$ cat src/rtl/difftest_irp_event_gen.sv
`default_nettype none
// ============================================================================
//  Module   : difftest_irp_event_gen
//  Purpose  : Samples the per-core interrupt-pending vector, emits an event
//             only on change (or after reset / enable rising), buffers events
//             in a small FIFO that coalesces its tail when full, and drains
//             them over a valid/ready port.
//  Revision : 1.0 - initial release
// ============================================================================
module difftest_irp_event_gen #(
  parameter int DEPTH = 4
) (
  input  logic        clock,
  input  logic        reset,
  input  logic        enable,
  input  logic [9:0]  in_irp,
  input  logic [7:0]  in_coreid,
  output logic        out_valid,
  input  logic        out_ready,
  output logic [9:0]  out_irp,
  output logic [7:0]  out_coreid,
  output logic [7:0]  out_seq,
  output logic [15:0] drop_cnt
);

  localparam int c_AW = $clog2(DEPTH);

  logic [9:0]      r_prev;
  logic            r_base;
  logic            r_enPrev;
  logic [7:0]      r_seq;
  logic [c_AW:0]   r_wrPtr;
  logic [c_AW:0]   r_rdPtr;
  logic [15:0]     r_dropCnt;

  logic [9:0]      r_memIrp  [DEPTH];
  logic [7:0]      r_memCore [DEPTH];
  logic [7:0]      r_memSeq  [DEPTH];

  logic            w_empty;
  logic            w_full;
  logic            w_baseNow;
  logic            w_push;
  logic            w_pop;
  logic            w_coalesce;
  logic [c_AW-1:0] w_wrIdx;
  logic [c_AW-1:0] w_tailIdx;
  logic [c_AW-1:0] w_rdIdx;

  assign w_empty   = (r_wrPtr == r_rdPtr);
  assign w_full    = (r_wrPtr[c_AW] != r_rdPtr[c_AW]) &&
                     (r_wrPtr[c_AW-1:0] == r_rdPtr[c_AW-1:0]);
  // A baseline snapshot is owed after reset and on every enable rising edge.
  assign w_baseNow = r_base || (enable && !r_enPrev);
  assign w_push    = enable && ((in_irp != r_prev) || w_baseNow);
  assign w_pop     = !w_empty && out_ready;
  // Full with no pop frees no slot: the newest snapshot replaces the tail.
  assign w_coalesce = w_push && w_full && !w_pop;
  assign w_wrIdx   = r_wrPtr[c_AW-1:0];
  assign w_tailIdx = r_wrPtr[c_AW-1:0] - c_AW'(1);
  assign w_rdIdx   = r_rdPtr[c_AW-1:0];

  // Head entry; forced to zero while empty so stale storage never shows.
  assign out_valid  = !w_empty;
  assign out_irp    = w_empty ? 10'd0 : r_memIrp[w_rdIdx];
  assign out_coreid = w_empty ? 8'd0  : r_memCore[w_rdIdx];
  assign out_seq    = w_empty ? 8'd0  : r_memSeq[w_rdIdx];
  assign drop_cnt   = r_dropCnt;

  // Control state: change detector, baseline flag, sequence, pointers, drops.
  always_ff @(posedge clock) begin
    if (!reset) begin
      r_prev    <= 10'd0;
      r_base    <= 1'b1;
      r_enPrev  <= 1'b0;
      r_seq     <= 8'd0;
      r_wrPtr   <= '0;
      r_rdPtr   <= '0;
      r_dropCnt <= 16'd0;
    end else begin
      r_prev   <= in_irp;
      r_enPrev <= enable;
      r_base   <= w_push ? 1'b0 : r_base;
      if (w_push) begin
        r_seq <= r_seq + 8'd1;
      end
      if (w_push && !w_coalesce) begin
        r_wrPtr <= r_wrPtr + (c_AW+1)'(1);
      end
      if (w_pop) begin
        r_rdPtr <= r_rdPtr + (c_AW+1)'(1);
      end
      if (w_coalesce && (r_dropCnt != 16'hFFFF)) begin
        r_dropCnt <= r_dropCnt + 16'd1;
      end
    end
  end

  // Entry storage: append at the write pointer, or overwrite tail on coalesce.
  always_ff @(posedge clock) begin
    if (reset && w_push) begin
      r_memIrp[w_coalesce ? w_tailIdx : w_wrIdx]  <= in_irp;
      r_memCore[w_coalesce ? w_tailIdx : w_wrIdx] <= in_coreid;
      r_memSeq[w_coalesce ? w_tailIdx : w_wrIdx]  <= r_seq;
    end
  end

endmodule
`default_nettype wire

$ cat config.mk
export PLATFORM = sky130hd
export DESIGN_NAME = difftest_irp_event_gen
export DESIGN_NICKNAME = d
export VERILOG_FILES = /design/src/rtl/difftest_irp_event_gen.sv
export SDC_FILE = /design/constraint.sdc
export NUM_CORES = 1
export LEC_CHECK = 0
export CELL_PAD_IN_SITES_DETAIL_PLACEMENT = 1
export CELL_PAD_IN_SITES_GLOBAL_PLACEMENT = 1
export CORE_MARGIN = 4
export CORE_UTILIZATION = 42
export DETAILED_ROUTE_END_ITERATION = 16
export PLACE_DENSITY_LB_ADDON = 0.1
export REMOVE_ABC_BUFFERS = 1
export SLEW_MARGIN = 20
export SYNTH_ARGS = -nofsm -noshare
export SYNTH_HDL_FRONTEND = slang
export SYNTH_SLANG_ARGS = --single-unit
$ cat constraint.sdc
create_clock -name clock -period 3.33 [get_ports clock]
set_clock_uncertainty 0.2 [all_clocks]
set_input_delay 0.666 -clock clock [delete_from_list [all_inputs] [get_ports clock]]
set_output_delay 0.666 -clock clock [all_outputs]
set_load 0.05 [all_outputs]
==> summary.md, run 1 <==
| Metric | Value |
|---|---|
| Status | `completed` |
| Global-route wire length before repair | `20500 µm` |
| Crit-path cells | `xor2_2 -> nor3b_4 -> inv_1 -> clkdlybuf4s50_1` |
| CP peak stage delay | `0.81 ns` |
| Vias per cell | `5.26` |
| Boundary Pins | `65` |
| Max-cap violations | `0` |
| Remaining antenna violation count | `0` |
| Vias | `3472` |
| Post-Layout Cell Count | `660` |
| WHS | `0.274 ns` |
| Placed cells | `629` |
| PwrDens | `684 nW/µm²` |
| Startpoint Class | `flop` |
| Number of synthesized flops with an enable pin | `104` |
| Worst EP required | `2.46 ns` |
| Placer congestion estimate | `0.743` |
| Chip height | `128 µm` |
| Drt pass-1 iters | `5` |
| FFs w/ async S/R, synth | `0%` |
| Final Max Slew Viols | `0` |
| Worst-path clk slew | `0.06 ns` |
| Fin util | `55.8%` |
| Initial DRC count | `226` |
| Number of port buffers | `64` |
| Worst-margin pin slew | `0.567 ns` |
| Cts repair resizes | `0` |
| Placed cell areas | `7220 µm²` |
| Bufs and invs on worst path | `2` |
| Routed wire per std cell | `18.8 µm` |
| Clock root buffer | `clkbuf_16` |
| Post-CTS Setup Inserts | `0` |
| Arrival @ worst endpoint | `2.25 ns` |
| Synth Register Bits | `148` |
| Synth unique cells | `41` |
| Most common cell after layout, fill and taps aside | `edfxtp_1` |
| Register area share after synthesis | `66.7%` |
| H-tree Lvls | `4` |
| Syn Area/Cell | `15.4 µm²` |
| Max Freq | `0.321 GHz` |
| Pin count of the biggest net entering global routing | `52` |
| Die width | `128 µm` |
| RSZ-0062 raised after global routing | `no` |
| Setup-failing EPs final | `0` |
| Design Power | `5.32 mW` |
| Area growth from synthesis to layout | `29.6%` |
| DIE AREA | `16300 µm²` |
| Std-Cell Core Area | `13900 µm²` |
| Synth Flop Type | `edfxtp_1` |
| Fin area | `7780 µm²` |
| Total grt overflow | `0` |
| Share of cells above drive strength 1 | `21.3%` |
| CP max FO | `11` |
| Row count | `43` |
| CTS Buf Count | `17` |
| CTS tree | `built` |
| Sink Count | `148` |
| Maximum buffer depth of the clock tree | `2` |
| Slowest cell on crit path | `clkdlybuf4s50_1` |
| DRC | `0` |
| Crit path time final | `3.11 ns` |
| # hold bufs at CTS | `0` |
| Hold Path Class | `reg -> reg` |
| Crit path kind | `reg -> out` |
| Final hold violation count | `0` |
| Worst vdd ir | `0.246 mV` |
| Synthesized area | `6000 µm²` |
| Worst relative slew slack | `61.9%` |
| Total track usage | `16.6%` |
| DP HPWL | `7810 µm` |
| Ant. Diodes | `0` |
| CP Capture Type | `primary output` |
| Starting Density | `43.1%` |
| Antenna violations before repair | `0` |
| Final net count | `494` |
| Worst-Skew Late Latency | `0.41 ns` |
| Synthesis Warnings | `0` |
| FILL cells | `1309` |
| Syn Inst Count | `391` |
| Vias in the first global route | `3865` |
| Lkg Pwr | `2.65 nW` |
| Routed WL | `12400 µm` |
| Commonest cells after routing, fill and taps aside | `edfxtp_1 (104), dfxtp_1 (43), clkdlybuf4s50_1 (38), buf_12 (32), nor2b_1 (31)` |
| Largest delay contributor family on the critical path | `buffers and inverters` |
| Fin crit share | `93.5%` |
==> cells in the mapped netlist (4+ instances only) <==
cell | instances | area (µm²)
edfxtp_1 | 104 | 3120
dfxtp_1 | 44 | 881
nor2b_1 | 31 | 194
and2_1 | 29 | 181
mux4_2 | 26 | 586
nand2_1 | 16 | 60.1
xor2_1 | 15 | 131
xnor2_1 | 14 | 123
clkbuf_1 | 12 | 45.0
nor2_1 | 12 | 45.0
nand4_1 | 11 | 68.8
inv_1 | 7 | 26.3
nand2b_1 | 6 | 37.5
nand3_1 | 6 | 30.0
and3_1 | 5 | 31.3
ha_1 | 4 | 50.1
mux2i_1 | 4 | 40.0
nor4_1 | 4 | 25.0
o21ai_1 | 4 | 20.0
==> worst register-to-register path, delay by kind of cell (launching register included) <==
family           cells  cell delay (ns)
AND/OR/NAND/NOR      3             1.31
flip-flops           1             0.58
multiplexers         1             0.22
AO/OA/AOI/OAI        1             0.21
XOR/XNOR             1             0.17
==> state kept, by name, indices dropped and copies added, names as in the netlist, named ones only <==
register	cells
r_rdPtr	3
r_enPrev	1
r_memIrp	40
r_memSeq	32
r_wrPtr	3
drop_cnt	16
r_base	1
r_prev	10
r_memCore	32
r_seq	8
==> metrics by stage <==
step	TNS [ns]	setup slack, ns
floorplan	-20.05	-0.193
global placement	0	0.0980
detailed placement	0	0.0597
CTS	0	0.177
global route	0	0.0971
finish	0	0.217
==> metal layers <==
layer | vias to the layer above | GRT usage, % | wire length (µm)
met5 | - | 0 | 0
met3 | 15 | 4.06 | 425
li1 | 1615 | - | -
met1 | 1773 | 19.8 | 5290
met4 | 0 | 6.25 | 181
met2 | 69 | 29.0 | 6530
==> power breakdown <==
| part | internal, mW | switching, mW |
|---|---|---|
| combinational | 0.678 | 0.790 |
| clock | 1.10 | 0.691 |
| sequential | 2.03 | 0.0342 |
| total | 3.81 | 1.52 |
==> worst paths after layout <==
path / from / to / slack [ns] / cells after the start
worst max register to register: r_wrPtr[0] / drop_cnt[15] / 0.58 / 6
worst min register to register: r_base / r_base / 0.27 / 2
worst max-delay path: r_wrPtr[0] / out_valid / 0.22 / 4
worst min-delay path: r_base / r_base / 0.27 / 2
==> logic make-up (layout without fill, tap and decap cells) <==
| group | count (synthesis) | in the layout | synth area share, % |
|---|---|---|---|
| buf+inv | 24 | 113 | 1.81 |
| fa+ha+maj | 4 | 4 | 0.834 |
| simple gates | 131 | 131 | 12.8 |
| xor+xnor | 30 | 30 | 4.50 |
| flops | 148 | 148 | 66.7 |
| compound gates | 24 | 24 | 3.00 |
| mux | 30 | 30 | 10.4 |
==> area by class of cell <==
| class | count | area (µm²) | share of cell area (%) |
|---|---|---|---|
| Tap cell | 180 | 225 | 2.89 |
| Multi-Input combinational cell | 219 | 1910 | 24.5 |
| Clock inverter | 12 | 114 | 1.46 |
| Sequential cell | 148 | 4010 | 51.5 |
| Inverter | 7 | 26.3 | 0.338 |
| Clock buffer | 19 | 443 | 5.69 |
| Timing Repair Buffer | 75 | 1060 | 13.6 |
No activity file was read; power rests on OpenSTA's default activity.
==> run 2: changes to the inputs <==
--- a/config.mk
+++ b/config.mk
@@ -9,6 +9,8 @@
 export CELL_PAD_IN_SITES_GLOBAL_PLACEMENT = 1
 export CORE_MARGIN = 4
 export CORE_UTILIZATION = 42
+export CTS_BUF_LIST = sky130_fd_sc_hd__clkbuf_8
+export CTS_CLUSTER_SIZE = 12
 export DETAILED_ROUTE_END_ITERATION = 16
 export PLACE_DENSITY_LB_ADDON = 0.1
 export REMOVE_ABC_BUFFERS = 1
==> run 2 against run 1 <==
Compared with the run above: die area unchanged; sequential cell count did not move; via count increased by 0.60%; sequential share of layout area increased by 1.3 points; highest routed layer unchanged; sequential power is essentially flat; clock-buffer cell count shrank 1; non-clock buffer count unchanged; combinational power about the same.
==> summary.md, run 2 (same netlist as run 1, synthesis figures left out) <==
| Metric | Value |
|---|---|
| Status | `completed` |
| Clock root buffer | `clkbuf_8` |
| # hold bufs at CTS | `0 (unchanged)` |
| Initial DRC count | `216 (-4.4%)` |
| Commonest cells after routing, fill and taps aside | `edfxtp_1 (104), dfxtp_1 (43), clkdlybuf4s50_1 (38), buf_12 (32), nor2b_1 (31)` |
| Area growth from synthesis to layout | `26.4%` |
| CP peak stage delay | `0.81 ns (about the same)` |
| Routed WL | `12300 µm (-1.1%)` |
| Pin count of the biggest net entering global routing | `52 (unchanged)` |
| Total grt overflow | `0 (unchanged)` |
| Global-route wire length before repair | `20200 µm (-1.6%)` |
| Hold Crit Start | `r_base` |
| Worst Hold End | `r_base` |
| P_int | `3.37 mW (-12%)` |
| Crit path kind | `reg -> out` |
| Worst-path clk slew | `0.08 ns (+0.02 ns)` |
| Boundary Pins | `65 (unchanged)` |
| Slowest cell on crit path | `clkdlybuf4s50_1` |
| Startpoint Class | `flop` |
| Number of flip-flops under the largest register name | `40 (unchanged)` |
| Number of port buffers | `64 (unchanged)` |
| CP max FO | `11 (unchanged)` |
| Routed wire per std cell | `18.6 µm (-1.1%)` |
| Lkg Pwr | `2.57 nW (-3.1%)` |
| Instance count on the critical path | `4 (unchanged)` |
| Switching pwr | `1.45 mW (-4.0%)` |
| Fin util | `54.5% (-1.4 points)` |
| Vias per cell | `5.29 (+0.60%)` |
| Clock share of power | `26.8% (-6.9 points)` |
| CTS tree | `built` |
| Bufs and invs on worst path | `2 (unchanged)` |
| Starting Density | `43.1% (unchanged)` |
| Vias | `3493 (+0.60%)` |
| RSZ-0062 raised after global routing | `no` |
| Cts repair resizes | `0 (unchanged)` |
| Critical R2R Capture | `drop_cnt[15]` |
| Chip height | `128 µm (unchanged)` |
| Placer congestion estimate | `0.743 (unchanged)` |
| Ant. Diodes | `0 (unchanged)` |
| Top reg by flops | `r_memIrp` |
| Switching Share | `30.2% (+1.7 points)` |
| Total track usage | `16.2% (-0.35 points)` |
| Final Max Slew Viols | `0 (unchanged)` |
| Most common cell after layout, fill and taps aside | `edfxtp_1` |
| Vias in the first global route | `3860 (-0.13%)` |
| Share of cells above drive strength 1 | `21.3% (unchanged)` |
| Worst EP required | `2.46 ns (about the same)` |
| Worst-margin pin slew | `0.563 ns (-0.00442 ns)` |
| CP Capture Type | `primary output` |
| Setup-failing EPs final | `0 (unchanged)` |
| H-tree Lvls | `4 (unchanged)` |
| Final hold violation count | `0 (unchanged)` |
| Die width | `128 µm (unchanged)` |
| Hold Path Class | `reg -> reg` |
| Design Power | `4.82 mW (-9.4%)` |
| PwrDens | `635 nW/µm² (-7.2%)` |
| Worst relative slew slack | `62.2% (+0.30 points)` |
| DRC | `0 (unchanged)` |
| Worst vdd ir | `0.197 mV (-20%)` |
| FF-to-FF path depth | `6 (unchanged)` |
| Std-Cell Core Area | `13900 µm² (unchanged)` |
| Crit-path cells | `xor2_2 -> nor3b_4 -> inv_1 -> clkdlybuf4s50_1` |
| Crit path time final | `3.16 ns (+0.0476 ns)` |
| Remaining antenna violation count | `0 (unchanged)` |
| Sink Count | `148 (unchanged)` |
| Drt pass-1 iters | `4 (-1)` |
| Largest delay contributor family on the critical path | `buffers and inverters` |
| Max Freq | `0.316 GHz (-1.5%)` |
| Fin crit share | `94.9% (+1.4 points)` |
| DIE AREA | `16300 µm² (unchanged)` |
| Worst-Skew Late Latency | `0.43 ns (+0.02 ns)` |
| Hold path cells | `2 (unchanged)` |
| DP HPWL | `7810 µm (unchanged)` |
| Final net count | `494 (unchanged)` |
| Power share of the combinational group | `30.5% (+2.9 points)` |
| Row count | `43 (unchanged)` |
| Arrival @ worst endpoint | `2.29 ns (+0.04 ns)` |
| R2r setup slk | `0.56 ns (-0.02 ns)` |
| Top Registers | `r_memIrp: 40 flops, r_memCore: 32 flops, r_memSeq: 32 flops` |
| Sequential power share | `42.7% (+4.0 points)` |
| Maximum buffer depth of the clock tree | `2 (unchanged)` |
| R2r startpoint | `r_wrPtr[0]` |
| Post-CTS Setup Inserts | `0 (unchanged)` |
| Antenna violations before repair | `0 (unchanged)` |
| CTS Buf Count | `17 (unchanged)` |
| Max-cap violations | `0 (unchanged)` |
run 2: worst max-delay path by stage:
stage                from         endpoint  slack [ns]
2_1_floorplan   in_irp[9]  r_memCore[0][0]       -0.19
3_3_place_gp    in_irp[1]     drop_cnt[15]         0.1
3_5_place_dp    in_irp[1]     drop_cnt[15]        0.06
4_1_cts        r_wrPtr[0]        out_valid        0.14
5_1_grt        r_wrPtr[0]        out_valid        0.04
6_report       r_wrPtr[0]        out_valid        0.17
run 2: power by group through the flow:
stage / Sequential (mW) / Clock [mW] / Combinational, mW
floorplan: 2.14 / 0 / 0.739
global placement: 2.10 / 0 / 1.48
detailed placement: 2.10 / 0 / 1.49
CTS: 2.06 / 1.33 / 1.50
global route: 2.06 / 1.41 / 1.54
finish: 2.06 / 1.29 / 1.47
run 2: area by class of cell:
class	instances	area, µm²
clock buffer	18	248
fill	1332	6350
multi-input combinational	219	1910
inverter	7	26.3
tap	180	225
timing repair buffer	75	1060
clock inverter	13	118
sequential	148	4010
run 2: per-stage QoR:
step / cell area (µm²) / TNS [ns] / instances / setup slack, ns / hold slack [ns]
finish: 7590 / 0 / 660 / 0.170 / 0.278
global route: 7590 / 0 / 660 / 0.0375 / 0.300
CTS: 7590 / 0 / 660 / 0.140 / 0.278
detailed placement: 7220 / 0 / 629 / 0.0597 / 0.264
global placement: 7220 / 0 / 629 / 0.0980 / 0.250
floorplan: 5920 / -20.05 / 374 / -0.193 / 0.235
run 2: per-layer routing:
layer	up-vias	share of wire [%]	GRT usage [%]
met1	1778	42	19.3
met3	21	4.1	3.93
met5	-	0	0
met2	78	52	28.6
met4	0	1.7	5.87
li1	1616	-	-
run 2: worst register-to-register path, delay by kind of cell, from the launching register on:
| kind | cells | cell delay (ns) |
|---|---|---|
| XOR/XNOR | 1 | 0.18 |
| flip-flops | 1 | 0.60 |
| multiplexers | 1 | 0.22 |
| AO/OA/AOI/OAI | 1 | 0.21 |
| AND/OR/NAND/NOR | 3 | 1.30 |
==> run 3: changes to the inputs <==
--- a/config.mk
+++ b/config.mk
@@ -8,11 +8,11 @@
 export CELL_PAD_IN_SITES_DETAIL_PLACEMENT = 1
 export CELL_PAD_IN_SITES_GLOBAL_PLACEMENT = 1
 export CORE_MARGIN = 4
-export CORE_UTILIZATION = 42
+export CORE_UTILIZATION = 44
 export CTS_BUF_LIST = sky130_fd_sc_hd__clkbuf_8
 export CTS_CLUSTER_SIZE = 12
 export DETAILED_ROUTE_END_ITERATION = 16
-export PLACE_DENSITY_LB_ADDON = 0.1
+export PLACE_DENSITY = 0.76
 export REMOVE_ABC_BUFFERS = 1
 export SLEW_MARGIN = 20
 export SYNTH_ARGS = -nofsm -noshare
==> constraint.sdc (replaced) <==
create_clock -name clock -period 3.33 [get_ports clock]
set_clock_uncertainty 0.2 [all_clocks]
set_input_delay 0.666 -clock clock [delete_from_list [all_inputs] [get_ports clock]]
set_output_delay 0.666 -clock clock [all_outputs]
set_load 0.01 [all_outputs]
==> run 3 against run 2 <==
Compared with the run above: worst setup slack got worse by 0.023 ns; non-clock buffer count up 1; via count down 2.1%; clock power rose by 7%; critical path type unchanged; highest routed layer unchanged.
==> summary.md, run 3 (same netlist as run 1, synthesis figures left out) <==
| Metric | Value |
|---|---|
| Hold path cells | `2 (unchanged)` |
| Worst Hold End | `r_base` |
| Crit path time final | `3.18 ns (+0.0228 ns)` |
| PwrDens | `581 nW/µm² (-8.6%)` |
| Setup-failing EPs final | `0 (unchanged)` |
| FF-to-FF path depth | `6 (unchanged)` |
| Remaining antenna violation count | `0 (unchanged)` |
| Crit path kind | `reg -> out` |
| Initial DRC count | `213 (-1.4%)` |
| DIE AREA | `15600 µm² (-4.3%)` |
| CP max FO | `20 (+9)` |
| Routed wire per std cell | `18.1 µm (-2.7%)` |
| Crit-path cells | `buf_12 -> mux4_2 -> nor2b_1 -> clkdlybuf4s50_1` |
| Starting Density | `45.2% (+2.1 points)` |
| Post-route setup TNS | `0 ns (unchanged)` |
| Worst-path clk slew | `0.08 ns (about the same)` |
| FILL cells | `1282 (-3.8%)` |
| Number of flip-flops under the largest register name | `40 (unchanged)` |
| Area taken by multi-input logic gates | `1910 µm² (unchanged)` |
| Vias | `3421 (-2.1%)` |
| Chip height | `125 µm (-2.2%)` |
| Total track usage | `16.3% (+0.061 points)` |
| Bufs and invs on worst path | `2 (unchanged)` |
| Share of cells above drive strength 1 | `17.2% (-4.0 points)` |
| Drt pass-1 iters | `6 (+2)` |
| Pin count of the biggest net entering global routing | `31 (-40%)` |
| Max-cap violations | `0 (unchanged)` |
| Design Power | `4.28 mW (-11%)` |
| CTS Buf Count | `17 (unchanged)` |
| Post-CTS Setup Inserts | `0 (unchanged)` |
| Worst EP required | `2.46 ns (about the same)` |
| Arrival @ worst endpoint | `2.32 ns (+0.03 ns)` |
| Total grt overflow | `0 (unchanged)` |
| DP HPWL | `7690 µm (-1.5%)` |
| Critical R2R Capture | `drop_cnt[15]` |
| Worst vdd ir | `0.259 mV (+32%)` |
| Lkg Pwr | `2.46 nW (-4.3%)` |
| Ant. Diodes | `0 (unchanged)` |
| Die width | `125 µm (-2.2%)` |
| Hold Crit Start | `r_base` |
| Placer congestion estimate | `0.756 (+1.9%)` |
| Largest delay contributor family on the critical path | `buffers and inverters` |
| Routed WL | `11900 µm (-3.0%)` |
| CP peak stage delay | `0.55 ns (-0.26 ns)` |
| Clock root buffer | `clkbuf_8` |
| CP Capture Type | `primary output` |
| Global-route wire length before repair | `19700 µm (-2.2%)` |
| Most common cell after layout, fill and taps aside | `edfxtp_1` |
| H-tree Lvls | `4 (unchanged)` |
| CTS tree | `built` |
| RSZ-0062 raised after global routing | `no` |
| Final net count | `495 (+0.20%)` |
| Number of port buffers | `64 (unchanged)` |
| Row count | `42 (-2.3%)` |
| Max Freq | `0.314 GHz (-0.72%)` |
| Area growth from synthesis to layout | `22.8%` |
| Register area | `4010 µm² (about the same)` |
| Slowest cell on crit path | `mux4_2` |
| Worst-margin pin slew | `0.558 ns (-0.00536 ns)` |
| Worst relative slew slack | `62.5% (+0.36 points)` |
| Sink Count | `148 (unchanged)` |
| Fin crit share | `95.6% (+0.69 points)` |
| Vias in the first global route | `3740 (-3.1%)` |
| Worst-Skew Late Latency | `0.44 ns (about the same)` |
| Boundary Pins | `65 (unchanged)` |
| Final Max Slew Viols | `0 (unchanged)` |
| Top Registers | `r_memIrp: 40 flops, r_memCore: 32 flops, r_memSeq: 32 flops` |
| Final hold violation count | `0 (unchanged)` |
| DRC | `0 (unchanged)` |
| Antenna violations before repair | `0 (unchanged)` |
| # hold bufs at CTS | `0 (unchanged)` |
| Maximum buffer depth of the clock tree | `2 (unchanged)` |
| Startpoint Class | `flop` |
| Vias per cell | `5.20 (-1.8%)` |
| Commonest cells after routing, fill and taps aside | `edfxtp_1 (104), clkdlybuf4s50_1 (64), dfxtp_1 (42), nor2b_1 (31), and2_1 (29)` |
| Std-Cell Core Area | `13300 µm² (-4.6%)` |
| Hold Path Class | `reg -> reg` |
| Top reg by flops | `r_memIrp` |
| R2r startpoint | `r_wrPtr[1]` |
| R2r setup slk | `0.61 ns (+0.05 ns)` |
| Status | `completed` |
-- run 3: cell types whose count changed in the layout (fill, tap and decap cells not counted), sizes merged --
cell,previous run,this run
buf,37,12
bufinv,2,3
clkbuf,18,17
clkdlybuf4s50,38,64
clkinvlp,2,3
-- run 3: metrics by stage --
| step | instance area, µm² | utilization, % | worst slack, ns | instances | hold slack (ns) |
|---|---|---|---|---|---|
| 6_report | 7370 | 55.4 | 0.147 | 658 | 0.284 |
| 5_1_grt | 7370 | 55.4 | 0.0196 | 658 | 0.324 |
| 4_1_cts | 7370 | 55.4 | 0.0260 | 658 | 0.285 |
| 3_5_place_dp | 6970 | 52.4 | 0.0990 | 626 | 0.269 |
| 3_3_place_gp | 6970 | 52.4 | 0.147 | 626 | 0.251 |
| 2_1_floorplan | 5920 | - | -0.193 | 374 | 0.235 |
-- run 3: area by class of cell --
cell class	instances	area share, %
sequential	148	54.4
inverter	7	0.356
tap	176	2.99
timing repair buffer	76	11.0
clock buffer	17	3.17
multi-input combinational	219	25.9
clock inverter	15	2.22
-- run 3: per-layer routing --
metal / wire, µm / share of wire [%] / up-vias / GRT usage (%)
met5: 0 / 0 / - / 0
met4: 178 / 1.5 / 0 / 6.51
met3: 380 / 3.2 / 13 / 3.99
met2: 6160 / 52 / 68 / 28.0
met1: 5200 / 44 / 1729 / 19.8
li1: - / - / 1611 / -
-- run 3: repair_timing --
| action | 4_1_cts | 5_1_grt |
|---|---|---|
| pin swaps | 0 | 0 |
| endpoints found under the setup margin | 1 | 27 |
| gates resized for setup | 1 | 2 |
-- run 3: power breakdown --
part           total [mW]  internal [mW]  switching (mW)  leakage, nW
Clock                1.38          0.732           0.647        0.199
Combinational       0.828          0.465           0.363        0.925
Sequential           2.07           2.03          0.0471         1.34
Total                4.28           3.22            1.06         2.46
-- run 3: worst max path at each step --
stage,startpoint,endpoint,depth (start not counted)
2_1_floorplan,in_irp[9],r_memCore[0][0],5
3_3_place_gp,in_irp[1],r_wrPtr[0],8
4_1_cts,r_wrPtr[0],out_valid,5
5_1_grt,flop,out_irp[7],4
3_5_place_dp,in_irp[1],r_wrPtr[0],8
6_report,flop,out_irp[7],4
-- run 3: worst reg2reg max path: stages, from the launching register on --
cell,delay (ns)
dfxtp_1,0.47
xor2_1,0.18
or4_1,0.71
a21oi_2,0.23
nand3_2,0.25
nor4_1,0.39
mux2i_1,0.22
